## config.mk

```make
export PLATFORM = sky130hd
export DESIGN_NAME = qsys_test_gpi
export DESIGN_NICKNAME = d
export VERILOG_FILES = /design/src/rtl/qsys_test_gpi_pkg.sv /design/src/rtl/qsys_test_gpi_debounce.sv /design/src/rtl/qsys_test_gpi.sv
export SDC_FILE = /design/constraint.sdc
export NUM_CORES = 1
export LEC_CHECK = 0
export CAP_MARGIN = 25
export CORE_MARGIN = 2
export CORE_UTILIZATION = 30
export CTS_CLUSTER_DIAMETER = 200
export DETAILED_ROUTE_END_ITERATION = 8
export PLACE_DENSITY = 0.54
export RECOVER_POWER = 25
export SYNTH_ARGS = -nofsm -noshare
export SYNTH_HDL_FRONTEND = slang
export SYNTH_HIERARCHICAL = 1
export SYNTH_SLANG_ARGS = --single-unit
```

## constraint.sdc

```tcl
create_clock -name csi_MCLK_clk -period 2.3 [get_ports csi_MCLK_clk]
set_clock_uncertainty 0.05 [all_clocks]
set_input_delay 0.575 -clock csi_MCLK_clk [delete_from_list [all_inputs] [get_ports csi_MCLK_clk]]
set_output_delay 0.575 -clock csi_MCLK_clk [all_outputs]
set_load 0.05 [all_outputs]
```

## src/rtl/qsys_test_gpi_pkg.sv

```systemverilog
// qsys_test_gpi_pkg: shared constants and types for the GPI Avalon slave.
//   ADDR_*        word addresses of the four registers
//   EDGE_SEL_RST  reset value of EDGE_SEL (capture rising edges everywhere)
//   rd_state_t    Avalon read handshake states
//   cnt_width()   prescaler counter width, at least one bit
package qsys_test_gpi_pkg;
   localparam logic [1:0] ADDR_DATA     = 2'd0;
   localparam logic [1:0] ADDR_EDGE     = 2'd1;
   localparam logic [1:0] ADDR_MASK     = 2'd2;
   localparam logic [1:0] ADDR_EDGE_SEL = 2'd3;
   localparam logic [31:0] EDGE_SEL_RST = 32'hFFFF_FFFF;
   typedef enum logic {S_IDLE, S_ACK} rd_state_t;
   function automatic int cnt_width(input int div);
      return (div > 1) ? $clog2(div) : 1;
   endfunction
endpackage

```

## src/rtl/qsys_test_gpi_debounce.sv

```systemverilog
// qsys_test_gpi_debounce: synchronise and debounce the GPI pins.
//   clk, rst_n     clock, asynchronous active-low reset
//   i_pins         asynchronous pin inputs
//   o_deb          debounced pin value
//   o_deb_changed  bits of o_deb that change at the coming clock edge
module qsys_test_gpi_debounce
   import qsys_test_gpi_pkg::*;
#(
   parameter int WIDTH        = 32,
   parameter int DEBOUNCE_DIV = 1000
) (
   input  logic             clk,
   input  logic             rst_n,
   input  logic [WIDTH-1:0] i_pins,
   output logic [WIDTH-1:0] o_deb,
   output logic [WIDTH-1:0] o_deb_changed
);
   localparam int CW = cnt_width(DEBOUNCE_DIV);
   logic [WIDTH-1:0] r_meta, r_sync, r_samp, r_deb;
   logic [CW-1:0]    r_cnt;
   logic             r_primed;
   logic             w_tick;
   logic [WIDTH-1:0] w_stable;
   assign w_tick   = r_cnt == CW'(DEBOUNCE_DIV - 1);
   assign w_stable = ~(r_sync ^ r_samp);
   // Combinational so the owner can latch edges on the same edge deb updates;
   // the priming tick never reports a change.
   assign o_deb_changed = (w_tick && r_primed) ? (w_stable & (r_sync ^ r_deb)) : '0;
   assign o_deb = r_deb;
   always_ff @(posedge clk or negedge rst_n) begin
      if (!rst_n) begin
         r_meta   <= '0;
         r_sync   <= '0;
         r_samp   <= '0;
         r_deb    <= '0;
         r_cnt    <= '0;
         r_primed <= 1'b0;
      end else begin
         r_meta <= i_pins;
         r_sync <= r_meta;
         r_cnt  <= w_tick ? '0 : r_cnt + CW'(1);
         if (w_tick) begin
            r_samp   <= r_sync;
            r_primed <= 1'b1;
            r_deb    <= r_primed ? (r_deb ^ o_deb_changed) : r_sync;
         end
      end
   end
endmodule

```

## src/rtl/qsys_test_gpi.sv

```systemverilog
// qsys_test_gpi: Avalon-MM slave returning debounced GPI pins with edge interrupts.
//   csi_MCLK_clk, rsi_MRST_reset_n  clock, asynchronous active-low reset
//   avs_GPI_*                       Avalon-MM slave (2-cycle reads, 1-cycle writes)
//   ins_GPI_irq                     level interrupt, |(EDGE & MASK)
//   coe_GPI                         asynchronous pin inputs
module qsys_test_gpi
   import qsys_test_gpi_pkg::*;
#(
   parameter int WIDTH        = 32,
   parameter int DEBOUNCE_DIV = 1000
) (
   input  logic             csi_MCLK_clk,
   input  logic             rsi_MRST_reset_n,
   input  logic [1:0]       avs_GPI_address,
   input  logic             avs_GPI_read,
   output logic [31:0]      avs_GPI_readdata,
   input  logic             avs_GPI_write,
   input  logic [31:0]      avs_GPI_writedata,
   output logic             avs_GPI_waitrequest,
   output logic             ins_GPI_irq,
   input  logic [WIDTH-1:0] coe_GPI
);
   rd_state_t        r_state;
   logic             r_rst_wait;
   logic [31:0]      r_rdata;
   logic [WIDTH-1:0] r_edge, r_mask, r_sel;
   logic [WIDTH-1:0] w_deb, w_chg, w_set, w_clr, w_wdata;
   logic [31:0]      w_rsel;
   qsys_test_gpi_debounce #(.WIDTH(WIDTH), .DEBOUNCE_DIV(DEBOUNCE_DIV)) u_deb (
      .clk           (csi_MCLK_clk),
      .rst_n         (rsi_MRST_reset_n),
      .i_pins        (coe_GPI),
      .o_deb         (w_deb),
      .o_deb_changed (w_chg)
   );
   assign w_wdata = avs_GPI_writedata[WIDTH-1:0];
   // A changing bit rises when it is currently 0, falls when currently 1.
   assign w_set = w_chg & (r_sel ^ w_deb);
   assign w_clr = (avs_GPI_write && avs_GPI_address == ADDR_EDGE) ? w_wdata : '0;
   assign w_rsel = (avs_GPI_address == ADDR_DATA) ? 32'(w_deb)  :
                   (avs_GPI_address == ADDR_EDGE) ? 32'(r_edge) :
                   (avs_GPI_address == ADDR_MASK) ? 32'(r_mask) : 32'(r_sel);
   // Held high through reset and its first clock; a new read stalls one cycle.
   assign avs_GPI_waitrequest = r_rst_wait | (r_state == S_IDLE && avs_GPI_read);
   assign avs_GPI_readdata    = r_rdata;
   assign ins_GPI_irq         = |(r_edge & r_mask);
   always_ff @(posedge csi_MCLK_clk or negedge rsi_MRST_reset_n) begin
      if (!rsi_MRST_reset_n) begin
         r_state    <= S_IDLE;
         r_rst_wait <= 1'b1;
         r_rdata    <= '0;
         r_edge     <= '0;
         r_mask     <= '0;
         r_sel      <= EDGE_SEL_RST[WIDTH-1:0];
      end else begin
         r_rst_wait <= 1'b0;
         r_edge     <= (r_edge & ~w_clr) | w_set;
         if (avs_GPI_write && avs_GPI_address == ADDR_MASK) r_mask <= w_wdata;
         if (avs_GPI_write && avs_GPI_address == ADDR_EDGE_SEL) r_sel <= w_wdata;
         if (r_state == S_IDLE && avs_GPI_read) begin
            r_rdata <= w_rsel;
            r_state <= S_ACK;
         end else begin
            r_state <= S_IDLE;
         end
      end
   end
endmodule

```

==> run metrics <==
vias in the first global route=8229; initial core utilization=30.6%; Non-Filler Instances=1610; Skew-Pair Late Insertion Delay=0.56 ns; largest area contributor in the netlist=dfrtp_1; RSZ-0062 raised after global routing=true; chip height=206 µm; Reg power frac=46.3%; Initial DRC Count=443; min Tclk post-route=2.75 ns; PnR worst setup slack=-0.446 ns; layout cells sized above 1=31.4%; Worst Tran Pin Value=1.35 ns; mapped cell area=0.0122 mm²; CTS Buf Count=31; CP Cell Sequence=a22oi_2 > nand4_1 > or4_4 > buf_6; Top FF cell, synth=dfrtp_1; fmax=0.364 GHz; Comb pwr share=13.3%; Nets=1130; HPWL after DPL=20.8 mm; Buf/Inv on CP=1; worst hold margin=0.294 ns; largest net degree at the start of global routing=72; Fill cells=3816; Clk pwr share=40.4%; first-pass detailed-route iteration total=4; Final ANT Viol Nets=0; chip width=206 µm; crit path kind=reg2out; post-CTS setup buffer count=0; post-synthesis sequential area ratio=55.4%; Vias/cell=4.94; pwr dens=790 mW/mm²; FF+latch count, synth=269; Cells after DPL=1550; Final Hold Fails=0; area grow syn2layout=23.6%; Clock transition at path regs=0.06 ns; commonest cells in the netlist=236 x dfrtp_1, 100 x nor2_1, 99 x mux2_2; Core Footprint=0.0399 mm²; status=finished, violations left; endpoints failing setup=1; Synth Instances=924; CP delay by family, top=simple AND/OR/NAND/NOR gates; Final period util=119%; CP arrival=2.12 ns; htree depth=1; sw frac=26.1%; crit-path max cell delay=0.58 ns; Yosys top cell area share=48.4%; CP Launch Type=flip-flop; min-delay worst type=reg2reg; syn avg cell area=13.2 µm²; Crit-path slowest cell=or4_4; worst-path fanout max=2; wire per inst=19.9 µm; Placement Rows=73; Final Slew Violations=0; failing checks=setup timing; first-pass GRT wire length=49.9 mm; CTS tree=done; EDFF count, synth=0; CTS root buffer=clkbuf_16; Worst VDD drop=0.461 mV; final wirelength=32.0 mm; P_sw=3.11 mW; post-synth net total=995; Slew headroom=9.85%; warnings from Yosys=6; # IOs=104; Longest Clk Path Bufs=3; Tot GR Track Use=15.4%; most numerous cell in the Yosys netlist=dfrtp_1; Pleak=6.68 nW; Die Area=0.0423 mm²; ys async rst share=100%; GP Congestion=0.747; initial antenna violation count=4; Yosys cell types=49; Overflow after GRT=0; clk sink count=269; PortBufs=103; ranking of synthesized cells by area=dfrtp_1 48%, mux2_2 9.1%, dfstp_2 7.1%; Critical Path Sink Type=output port; Max Cap Viol=0; drc violations=0; DR vias=7947; worst endpoint required time=1.67 ns; internal power=8.81 mW
## layout make-up
type / count / area, µm² / area share, %
Multi-Input combinational cell: 606 / 5210 / 34.5
Clock inverter: 4 / 48.8 / 0.323
Tap cell: 525 / 657 / 4.35
Timing Repair Buffer: 149 / 1450 / 9.57
Sequential cell: 269 / 6770 / 44.9
Clock buffer: 54 / 952 / 6.31
Inverter: 2 / 7.51 / 0.0497
Antenna cell: 1 / 2.50 / 0.0166
## path summary, 6_finish.rpt
path                                  start                   to  slack, ns  cells after the start
min in group asynchronous  rsi_MRST_reset_n     u_deb/r_meta[27]       0.76                      2
max in group asynchronous  rsi_MRST_reset_n             r_sel[5]       0.34                      3
setup reg to reg                    r_state  avs_GPI_readdata[3]       0.17                      3
hold reg to reg            u_deb/r_meta[22]     u_deb/r_sync[22]       0.29                      0
hold / removal             u_deb/r_meta[22]     u_deb/r_sync[22]       0.29                      0
setup / recovery                 r_edge[30]          ins_GPI_irq      -0.45                      4
## placed cells by master, fill, tap and decap left out, drive strengths merged, types with 2 or more instances in the layout
cell / n
xnor2: 2
mux2: 128
a22oi: 16
nand3b: 2
and2: 32
xor2: 36
clkinv: 2
o2111ai: 23
a22o: 33
clkbuf: 56
nand4: 5
nor2: 100
and3: 2
nand3: 4
mux4: 32
dfrtp: 236
or2: 2
dlygate4sd2: 26
and4: 2
clkdlybuf4s50: 34
nor2b: 2
inv: 3
dlygate4sd3: 33
buf: 54
dfstp: 33
nand2: 99
o211ai: 9
a21oi: 33
o41ai: 32
## cell families (layout without fill, tap and decap cells)
logic type / count (synthesis) / count (layout) / synth area share (%)
DFF: 269 / 269 / 55.4
and+or+nand+nor: 257 / 257 / 9.41
muxes: 160 / 160 / 18.7
AOI/OAI and AO/OA: 149 / 149 / 11.1
buffers and inverters: 49 / 209 / 2.49
xor gates and xnor gates: 38 / 38 / 2.72
adders and majority gates: 1 / 1 / 0.102
other: 1 / 2 / 0.0307
## metrics by stage
step | TNS [ns] | utilization [%] | total power [mW] | worst slack, ns | instance area, µm²
final | -0.446 | 37.8 | 11.9 | -0.446 | 15100
after global routing | -0.649 | 37.8 | 12.5 | -0.480 | 15100
after CTS | -0.470 | 37.9 | 12.1 | -0.470 | 15100
after detailed placement | -0.0530 | 35.3 | 7.28 | -0.0530 | 14100
after global placement | -0.0464 | 35.3 | 7.26 | -0.0464 | 14100
after floorplan | 0 | - | 6.53 | 0.232 | 12200
## per-layer routing
metal | vias to the layer above | wire [µm] | global-route usage, %
li1 | 3635 | - | -
met3 | 44 | 1500 | 2.44
met2 | 168 | 15100 | 25.1
met4 | 4 | 519 | 3.49
met1 | 4096 | 14800 | 21.6
met5 | - | 30 | 0
## power groups by stage
stage               sequential [mW]  combinational, mW  clock [mW]
floorplan                      5.90              0.638           0
global placement               5.58               1.67           0
detailed placement             5.60               1.68           0
CTS                            5.52               1.63        4.97
global route                   5.58               1.70        5.20
finish                         5.52               1.58        4.81
## worst register-to-register path, stage by stage, from the launching register on
cell      delay (ns)
dfrtp_1         0.39
nor2b_4         0.11
clkbuf_2        0.98
mux2_2          0.49
## sequential cells by signal, indices dropped and copies added (netlist names)
signal	count
avs_GPI_readdata	32
r_edge	32
r_mask	32
r_sel	32
u_deb/o_deb	32
u_deb/r_meta	32
u_deb/r_samp	32
u_deb/r_sync	32
u_deb/r_cnt	10
r_rst_wait	1
r_state	1
u_deb/r_primed	1
## repair_timing
item / 4_1_cts / 5_1_grt
hold buffers: 1 / 0
endpoints found under the setup margin: 27 / 1
endpoints found under the hold margin: 34 / 0
pin swaps: 5 / 0
gates resized for setup: 37 / 0
cloned: 0 / 0
(Power assumes the default switching activity.)
